**config.mk**
```make
export PLATFORM = sky130hd
export DESIGN_NAME = switch_allocator
export DESIGN_NICKNAME = d
export VERILOG_FILES = /design/src/rtl/switch_allocator_pkg.sv /design/src/rtl/switch_allocator_rr.sv /design/src/rtl/switch_allocator.sv
export SDC_FILE = /design/constraint.sdc
export NUM_CORES = 1
export LEC_CHECK = 0
export CAP_MARGIN = 20
export CORE_UTILIZATION = 30
export CTS_BUF_LIST = sky130_fd_sc_hd__clkbuf_8
export DETAILED_ROUTE_END_ITERATION = 12
export GPL_TIMING_DRIVEN = 0
export PLACE_DENSITY = 0.52
export SETUP_SLACK_MARGIN = 0.1
export SYNTH_ARGS = -nofsm -noshare
export SYNTH_HDL_FRONTEND = slang
export SYNTH_SLANG_ARGS = --single-unit
```
**constraint.sdc**
```tcl
create_clock -name clk -period 9.9 [get_ports clk]
set_input_delay 2.97 -clock clk [delete_from_list [all_inputs] [get_ports clk]]
set_output_delay 2.97 -clock clk [all_outputs]
set_load 0.01 [all_outputs]
```
**src/rtl/switch_allocator_pkg.sv**
```systemverilog
// rtl/switch_allocator_pkg.sv - shared constants and helpers for the switch allocator
package switch_allocator_pkg;

    localparam int NPORT   = 5;
    localparam int LABEL_W = 5;
    localparam int PTR_W   = 3;

    localparam int PORT_L = 0;
    localparam int PORT_W = 1;
    localparam int PORT_N = 2;
    localparam int PORT_E = 3;
    localparam int PORT_S = 4;

    // Round-robin successor: the port after the winner, wrapping S back to L.
    function automatic logic [PTR_W-1:0] next_ptr(input logic [PTR_W-1:0] w);
        return (w == PTR_W'(NPORT - 1)) ? '0 : w + PTR_W'(1);
    endfunction

endpackage

```
**src/rtl/switch_allocator_rr.sv**
```systemverilog
// rtl/switch_allocator_rr.sv - combinational 5-way round-robin arbiter
module rr_arbiter_5
    import switch_allocator_pkg::*;
(
    input  logic [NPORT-1:0] req,
    input  logic [PTR_W-1:0] ptr,
    input  logic             en,
    output logic [NPORT-1:0] gnt,
    output logic [PTR_W-1:0] winner
);

    logic [PTR_W:0]   sum;
    logic [PTR_W-1:0] idx;
    logic             found;

    // Scan from ptr upward with wrap; first requester wins unless the output is blocked.
    always_comb begin
        gnt    = '0;
        winner = '0;
        found  = 1'b0;
        sum    = '0;
        idx    = '0;
        for (int k = 0; k < NPORT; k++) begin
            sum = {1'b0, ptr} + (PTR_W + 1)'(k);
            if (sum >= (PTR_W + 1)'(NPORT)) begin
                sum = sum - (PTR_W + 1)'(NPORT);
            end
            idx = sum[PTR_W-1:0];
            if (en && !found && req[idx]) begin
                gnt[idx] = 1'b1;
                winner   = idx;
                found    = 1'b1;
            end
        end
    end

endmodule

```
**src/rtl/switch_allocator.sv**
```systemverilog
// rtl/switch_allocator.sv - 5-port crossbar scheduler with multicast forking
module switch_allocator
    import switch_allocator_pkg::*;
#(
    parameter int DATASIZE = 30
) (
    input  logic                      clk,
    input  logic                      rst,
    input  logic [NPORT*DATASIZE-1:0] data_in,
    input  logic [NPORT*LABEL_W-1:0]  label_in,
    input  logic [NPORT-1:0]          full_in,
    output logic [NPORT-1:0]          ready_out,
    output logic [NPORT*DATASIZE-1:0] data_out,
    output logic [NPORT-1:0]          valid_out
);

    logic [LABEL_W-1:0]  served   [NPORT];
    logic [LABEL_W-1:0]  pending  [NPORT];
    logic [LABEL_W-1:0]  gset     [NPORT];
    logic [NPORT-1:0]    req      [NPORT];
    logic [NPORT-1:0]    gnt      [NPORT];
    logic [PTR_W-1:0]    winner   [NPORT];
    logic [PTR_W-1:0]    rr_ptr   [NPORT];
    logic [DATASIZE-1:0] win_data [NPORT];
    logic [NPORT-1:0]    arb_en;

    // The local port never backpressures; every other output is gated by its full flag.
    assign arb_en = {~full_in[NPORT-1:1], 1'b1};

    // Outstanding destinations per input, transposed into per-output request vectors.
    always_comb begin
        for (int i = 0; i < NPORT; i++) begin
            pending[i] = label_in[i*LABEL_W +: LABEL_W] & ~served[i];
        end
        for (int o = 0; o < NPORT; o++) begin
            for (int i = 0; i < NPORT; i++) begin
                req[o][i] = pending[i][o];
            end
        end
    end

    genvar g;
    generate
        for (g = 0; g < NPORT; g++) begin : g_arb
            rr_arbiter_5 u_arb (
                .req    (req[g]),
                .ptr    (rr_ptr[g]),
                .en     (arb_en[g]),
                .gnt    (gnt[g]),
                .winner (winner[g])
            );
        end
    endgenerate

    // Collect grants per input, decide release, and select the winning flit per output.
    always_comb begin
        ready_out = '0;
        for (int i = 0; i < NPORT; i++) begin
            gset[i] = '0;
            for (int o = 0; o < NPORT; o++) begin
                gset[i][o] = gnt[o][i];
            end
            ready_out[i] = (label_in[i*LABEL_W +: LABEL_W] != '0) &&
                           ((pending[i] & ~gset[i]) == '0);
        end
        for (int o = 0; o < NPORT; o++) begin
            win_data[o] = '0;
            for (int i = 0; i < NPORT; i++) begin
                if (gnt[o][i]) begin
                    win_data[o] = data_in[i*DATASIZE +: DATASIZE];
                end
            end
        end
    end

    // Output registers and round-robin pointers advance only on a grant.
    always_ff @(posedge clk or posedge rst) begin
        if (rst) begin
            valid_out <= '0;
            data_out  <= '0;
            for (int o = 0; o < NPORT; o++) begin
                rr_ptr[o] <= '0;
            end
        end else begin
            for (int o = 0; o < NPORT; o++) begin
                valid_out[o] <= |gnt[o];
                if (|gnt[o]) begin
                    data_out[o*DATASIZE +: DATASIZE] <= win_data[o];
                    rr_ptr[o] <= next_ptr(winner[o]);
                end
            end
        end
    end

    // Served masks accumulate partial multicast grants and clear once the flit is released.
    always_ff @(posedge clk or posedge rst) begin
        if (rst) begin
            for (int i = 0; i < NPORT; i++) begin
                served[i] <= '0;
            end
        end else begin
            for (int i = 0; i < NPORT; i++) begin
                if (ready_out[i]) begin
                    served[i] <= '0;
                end else begin
                    served[i] <= served[i] | gset[i];
                end
            end
        end
    end

endmodule

```
==> metrics.txt, run 1 <==
Num Clock Sinks=195; Hold Path Depth=1; min Tclk post-route=around 9.8 ns; worst slew pin tran=1.14 ns; critical path cell sequence=clkdlybuf4s50_1, nor2b_1, or3_1, o2111ai_1, o311a_1, or4_4, nor3_2, nor3_2, buf_6, a211o_2, inv_1, clkdlybuf4s50_1; # port buffers=340; die height=250 µm; hold endpoint=data_out[90]$_DFFE_PP0P_; Seq cells post-synth=195; Initial Util=30.5%; HPWL Detailed=76700 µm; main flop type after synthesis=dfrtp_1; grt total ovfl=0; HP Start=data_out[90]$_DFFE_PP0P_; Met2 Routed Length=45400 µm; first-pass GRT wire length=between 100000 and 150000 µm; final wirelength=99700 µm; Async S/R FF share, synth=100%; final hold vios=0; max-slew violation count=0; r2r worst-path depth=17; Fill cells=6149; met1 WL=41500 µm; cell area after synthesis=18400 µm²; CTS buffer count=17; Via Count=22000; Mapped Avg Cell Area=roughly 8 µm²; dpl cells=between 3000 and 4000; Crit-path slowest cell=clkdlybuf4s50_1; RSZ-0062 raised after global routing=no; Worst R2R Setup Slack=approximately 3.7 ns; status=finished clean; ANT nets after route=0; routed len/inst=28.9 µm; maxcap violations=0; final cell count without fillers=3454; largest stage delay on the critical path=0.64 ns; post-synthesis net count=about 2500; GPL Wtd Cong=0.946; DRT Pass-1 Iters=9; arrival time worst endpoint=6.80 ns; R2R Path Start=rr_ptr[0]$_DFFE_PP0P_; largest net degree at the start of global routing=102; highest routed layer=met5; most common cell after layout, fill and taps aside=clkdlybuf4s50_1; WL met3=roughly 9000 µm; total core area=60500 µm²; clock transition at the registers of the reported paths=around 0.10 ns; min-delay worst type=flop to flop; Setup TNS=0 ns; clock buffer depth=2; kind of critical path=input port to output pin; crit path launch type=input port; synth warn=0; Rows=90; latest clock arrival within the worst-skew pair=0.56 ns; # hold bufs at CTS=0; clock skew=slightly below 0.02 ns; FMAX=0.102 GHz; Overall Global Routing Usage=30.8%; die area=62400 µm²; initial antenna violation count=6; Worst setup EP type=output pin; clock root buffer=clkbuf_8; First DRT Iteration DRCs=2554; Max-slew headroom=23.8%; layout cell share with drive strength beyond 1=around 12%; Top Ports=342; reg2reg end=data_out[135]$_DFFE_PP0P_; DRC errors left=0; Final nets=2898; Required @ worst endpoint=between 6 and 7 ns; CTS H-Tree Depth=4; sequential area share after synthesis=26.5%; synth-to-layout area growth=28.7%; fin util=39.2%; Gate Count Post-Synth=2282; drt via density=6.37; Post-synth EDFFs=0; commonest cells after routing, fill and taps aside=clkdlybuf4s50_1 (336), dfrtp_1 (195), nor2_1 (183); Final setup violation count=0; crit path max fanout=6; post-synth cell types=~100; chip width=250 µm; CTS tree=yes; Period Utilization, post-route=98.7%; vias in the first global route=roughly 21000
timing repair:
action,in CTS,in global routing
buffers inserted,8,4
resized for setup,50,25
setup endpoints to repair,5,5
pin swaps,6,5
registers in the layout, indices dropped and copies added (netlist names):
register / flops
data_out: 150
served: 25
rr_ptr: 15
valid_out: 5
cells in the mapped netlist (10+ instances only):
library cell | count | share of area, %
o21a_1 | 15 | 0.61
clkbuf_1 | 128 | 2.6
o211ai_1 | 16 | 0.65
o22ai_1 | 81 | 2.8
nor4_1 | 14 | 0.48
mux2i_1 | 52 | 2.8
and2_1 | 13 | 0.44
dfrtp_1 | 195 | 26
o32ai_1 | 35 | 1.7
nor2_1 | 183 | 3.7
o2111ai_1 | 39 | 1.9
nand2b_1 | 57 | 1.9
o31ai_1 | 10 | 0.41
nor3_1 | 44 | 1.2
a222oi_1 | 31 | 1.7
a22o_1 | 30 | 1.4
inv_1 | 163 | 3.3
and3_1 | 10 | 0.34
nand3_1 | 35 | 0.95
nor2b_1 | 36 | 1.2
a21o_1 | 46 | 1.9
a211oi_1 | 22 | 0.90
a221oi_1 | 63 | 3.0
nand4_1 | 14 | 0.48
xnor2_1 | 21 | 1.0
o21ai_0 | 128 | 3.5
nand2_1 | 130 | 2.6
a21oi_1 | 112 | 3.0
o2bb2ai_1 | 35 | 1.7
a211o_1 | 13 | 0.62
a31oi_1 | 41 | 1.4
o221a_2 | 62 | 3.8
or2_2 | 68 | 2.3
ha_1 | 51 | 3.5
o221ai_1 | 45 | 2.1
buf_2 | 32 | 0.87
how the worst max path moves through the flow:
stage | endpoint | start | slack (ns)
after global placement | rr_ptr[8]$_DFFE_PP0P_ | rst | -1.70
after CTS | ready_out[0] | label_in[16] | 0.09
after global routing | ready_out[1] | label_in[7] | 0.04
after detailed placement | ready_out[0] | label_in[4] | -1.07
after floorplan | ready_out[3] | label_in[16] | 1.44
final | ready_out[1] | label_in[11] | 0.13
routing by layer:
layer | track usage, % | vias to the layer above
li1 | - | 9580
met1 | 40.5 | 10900
met2 | 49.1 | 1318
met3 | 6.96 | 234
met4 | 11.3 | 8
met5 | 0 | -
logic make-up (layout without fill, tap and decap cells):
logic type	count (synthesis)	count (layout)	share of synthesized area (%)
XOR/XNOR	21	21	0.998
buffers and inverters	350	739	7.58
adder cells (fa/ha/maj)	56	56	4.01
other	0	1	0
multiplexers	68	68	4.06
AND/OR/NAND/NOR	659	659	18.2
AO/OA/AOI/OAI	933	933	38.7
flip-flops	195	195	26.5
layout make-up:
class | count | area, µm² | area share, %
sequential | 195 | 4880 | 20.6
clock inverter | 10 | 87.6 | 0.369
timing repair buffer | 362 | 3610 | 15.2
inverter | 171 | 651 | 2.74
antenna | 1 | 2.50 | 0.0106
clock buffer | 20 | 275 | 1.16
buffer | 176 | 749 | 3.16
multi-input combinational | 1737 | 12500 | 52.7
tap | 782 | 978 | 4.13
critical path: cells and delay by family:
kind / cells / cell delay (ns)
simple gates: 5 / 1.65
buf+inv: 4 / 1.43
compound gates: 3 / 0.74
stage by stage:
step / worst slack [ns] / hold slack [ns] / area (µm²)
finish: 0.127 / 0.488 / 23700
global route: 0.0419 / 0.508 / 23700
CTS: 0.0912 / 0.493 / 23600
detailed placement: -1.07 / 0.465 / 22900
global placement: -1.70 / 0.467 / 22800
floorplan: 1.44 / 0.465 / 18400
Power of run 1 is left out: the tool's default activity adds up to more than one toggle a clock period on the data nets, which glitch-free logic cannot reach.
==> run 2: changes to the inputs <==
Settings changed: CORE_ASPECT_RATIO from default to 0.6, PLACE_DENSITY 0.52 to default, PLACE_DENSITY_LB_ADDON from default to 0.1.
==> metrics.txt, run 2 (synthesized netlist as in run 1, its figures left out) <==
total core area=59900 µm² (-0.92%); latest clock arrival within the worst-skew pair=0.56 ns (about the same); ANT nets after route=0 (unchanged); Via Count=22500 (+2.1%); hold endpoint=data_out[113]$_DFFE_PP0P_; clock transition at the registers of the reported paths=0.10 ns (about the same); Top Ports=342 (unchanged); final hold vios=0 (unchanged); CTS buffer count=17 (unchanged); max-slew violation count=0 (unchanged); R2R Path Start=rr_ptr[3]$_DFFE_PP0P_; layout cell share with drive strength beyond 1=12.5% (+0.31 points); maxcap violations=0 (unchanged); DRT Pass-1 Iters=8 (-1); reg2reg end=data_out[94]$_DFFE_PP0P_; status=finished clean; r2r worst-path depth=17 (unchanged); largest stage delay on the critical path=0.54 ns (-0.10 ns); grt total ovfl=0 (unchanged); HPWL Detailed=78300 µm (+2.1%); Period Utilization, post-route=99.0% (+0.31 points); Most Frequent Cell on Critical Path=clkdlybuf4s50_1; # port buffers=340 (unchanged); die height=194 µm (-22%); worst slew pin tran=1.19 ns (+0.0425 ns); initial antenna violation count=8 (+2); Hold Path Depth=1 (unchanged); Overall Global Routing Usage=32.4% (+1.6 points); Top reg by flops=data_out; CP top delay family=compound AO/OA/AOI/OAI gates; Worst setup EP type=output pin; RSZ-0062 raised after global routing=yes; largest net degree at the start of global routing=83 (-19%); GPL Wtd Cong=1.03 (+8.7%); CTS tree=yes; Crit-path slowest cell=clkdlybuf4s50_1; crit path max fanout=6 (unchanged); first-pass GRT wire length=150000 µm (+3.2%); Final nets=2901 (+0.10%); Setup TNS=0 ns (unchanged); clock buffer depth=2 (unchanged); FMAX=0.102 GHz (-0.32%); die area=62400 µm² (about the same); Num Clock Sinks=195 (unchanged); drt via density=6.42 (+0.86%); Required @ worst endpoint=6.93 ns (about the same); vias in the first global route=21500 (-0.11%); commonest cells after routing, fill and taps aside=clkdlybuf4s50_1 (338), dfrtp_1 (195), nor2_1 (183); First DRT Iteration DRCs=3451 (+35%); CTS H-Tree Depth=4 (unchanged); most common cell after layout, fill and taps aside=clkdlybuf4s50_1; arrival time worst endpoint=6.83 ns (+0.03 ns); DRC errors left=0 (unchanged); critical path cell sequence=clkdlybuf4s50_1, nor2b_1, a211oi_2, o22ai_1, a311oi_2, o211ai_1, nand4b_1, o311ai_4, o221ai_1, a211o_4, inv_1, clkdlybuf4s50_1; fin util=39.9% (+0.63 points); min Tclk post-route=9.80 ns (+0.0312 ns); synth-to-layout area growth=29.6%; final wirelength=105000 µm (+4.9%); min-delay worst type=flop to flop; max FFs per register=150 (unchanged); Initial Util=30.8% (+0.28 points); clock root buffer=clkbuf_8; Rows=69 (-23%); top flop regs=data_out: 150 flops, served: 25 flops, rr_ptr: 15 flops; Final setup violation count=0 (unchanged); # hold bufs at CTS=0 (unchanged); crit path launch type=input port; Worst R2R Setup Slack=3.35 ns (-0.33 ns); Min Hold Slack=0.490 ns (+0.00151 ns); Max-slew headroom=20.3% (-3.5 points); CP bufs+invs=3 (-1); kind of critical path=input port to output pin; HP Start=data_out[113]$_DFFE_PP0P_; routed len/inst=29.9 µm (+3.6%); clock skew=0.0288 ns (+0.00937 ns); chip width=322 µm (+29%)
-- run 2: worst max-delay path by stage --
stage / to / cells after the start / from / slack (ns)
final: ready_out[1] / 12 / label_in[17] / 0.1
after global routing: ready_out[1] / 12 / label_in[7] / 0.05
after CTS: ready_out[1] / 13 / label_in[6] / 0.08
after detailed placement: ready_out[1] / 12 / label_in[4] / -0.84
after global placement: data_out[144]$_DFFE_PP0P_ / 2 / rst / -1.98
after floorplan: ready_out[3] / 10 / label_in[16] / 1.44
-- run 2: metal layers --
| layer | wire length, µm | track usage (%) |
|---|---|---|
| met1 | 47400 | 49.7 |
| met5 | 13 | 0 |
| met2 | 41700 | 43.4 |
| met4 | 2640 | 9.19 |
| met3 | 12800 | 8.28 |
-- run 2: repair_timing --
action | in CTS | in global routing
pin swaps | 4 | 8
gates resized for setup | 45 | 28
buffers inserted | 8 | 7
endpoints found under the setup margin | 5 | 5
endpoints found under the hold margin | 0 | 0
-- run 2: through the flow --
step | cell area, µm² | setup WS (ns) | instances
2_1_floorplan | 18400 | 1.44 | 2282
4_1_cts | 23700 | 0.0820 | 3485
3_5_place_dp | 23000 | -0.841 | 3447
6_report | 23900 | 0.0963 | 3498
3_3_place_gp | 22900 | -1.98 | 3438
5_1_grt | 23900 | 0.0501 | 3498
-- run 2: cell type report --
type	instances	area, µm²
well taps	816	1020
clock inverters	13	178
fillers	6080	36000
repair buffers	364	3630
inverters	171	651
diodes	6	15.0
flip-flops and latches	195	4880
multi-input cells	1737	12500
plain buffers	177	753
clock buffers	19	262
-- run 2: worst register-to-register path, cell delays in order, from the launching register on --
cell and delay (ns):
dfrtp_1 0.49, buf_2 0.30, buf_2 0.28, inv_1 0.20, ha_1 0.38, clkbuf_1 0.43
clkbuf_1 0.45, nand3_1 0.19, o22ai_1 0.21, mux2_2 0.21, and4b_1 0.24, a21oi_1 0.16
o211a_1 0.26, clkbuf_1 0.73, clkbuf_1 0.93, nor2_1 0.11, a31oi_1 0.80, a21o_1 0.14
Power of run 2 is left out for the same reason.
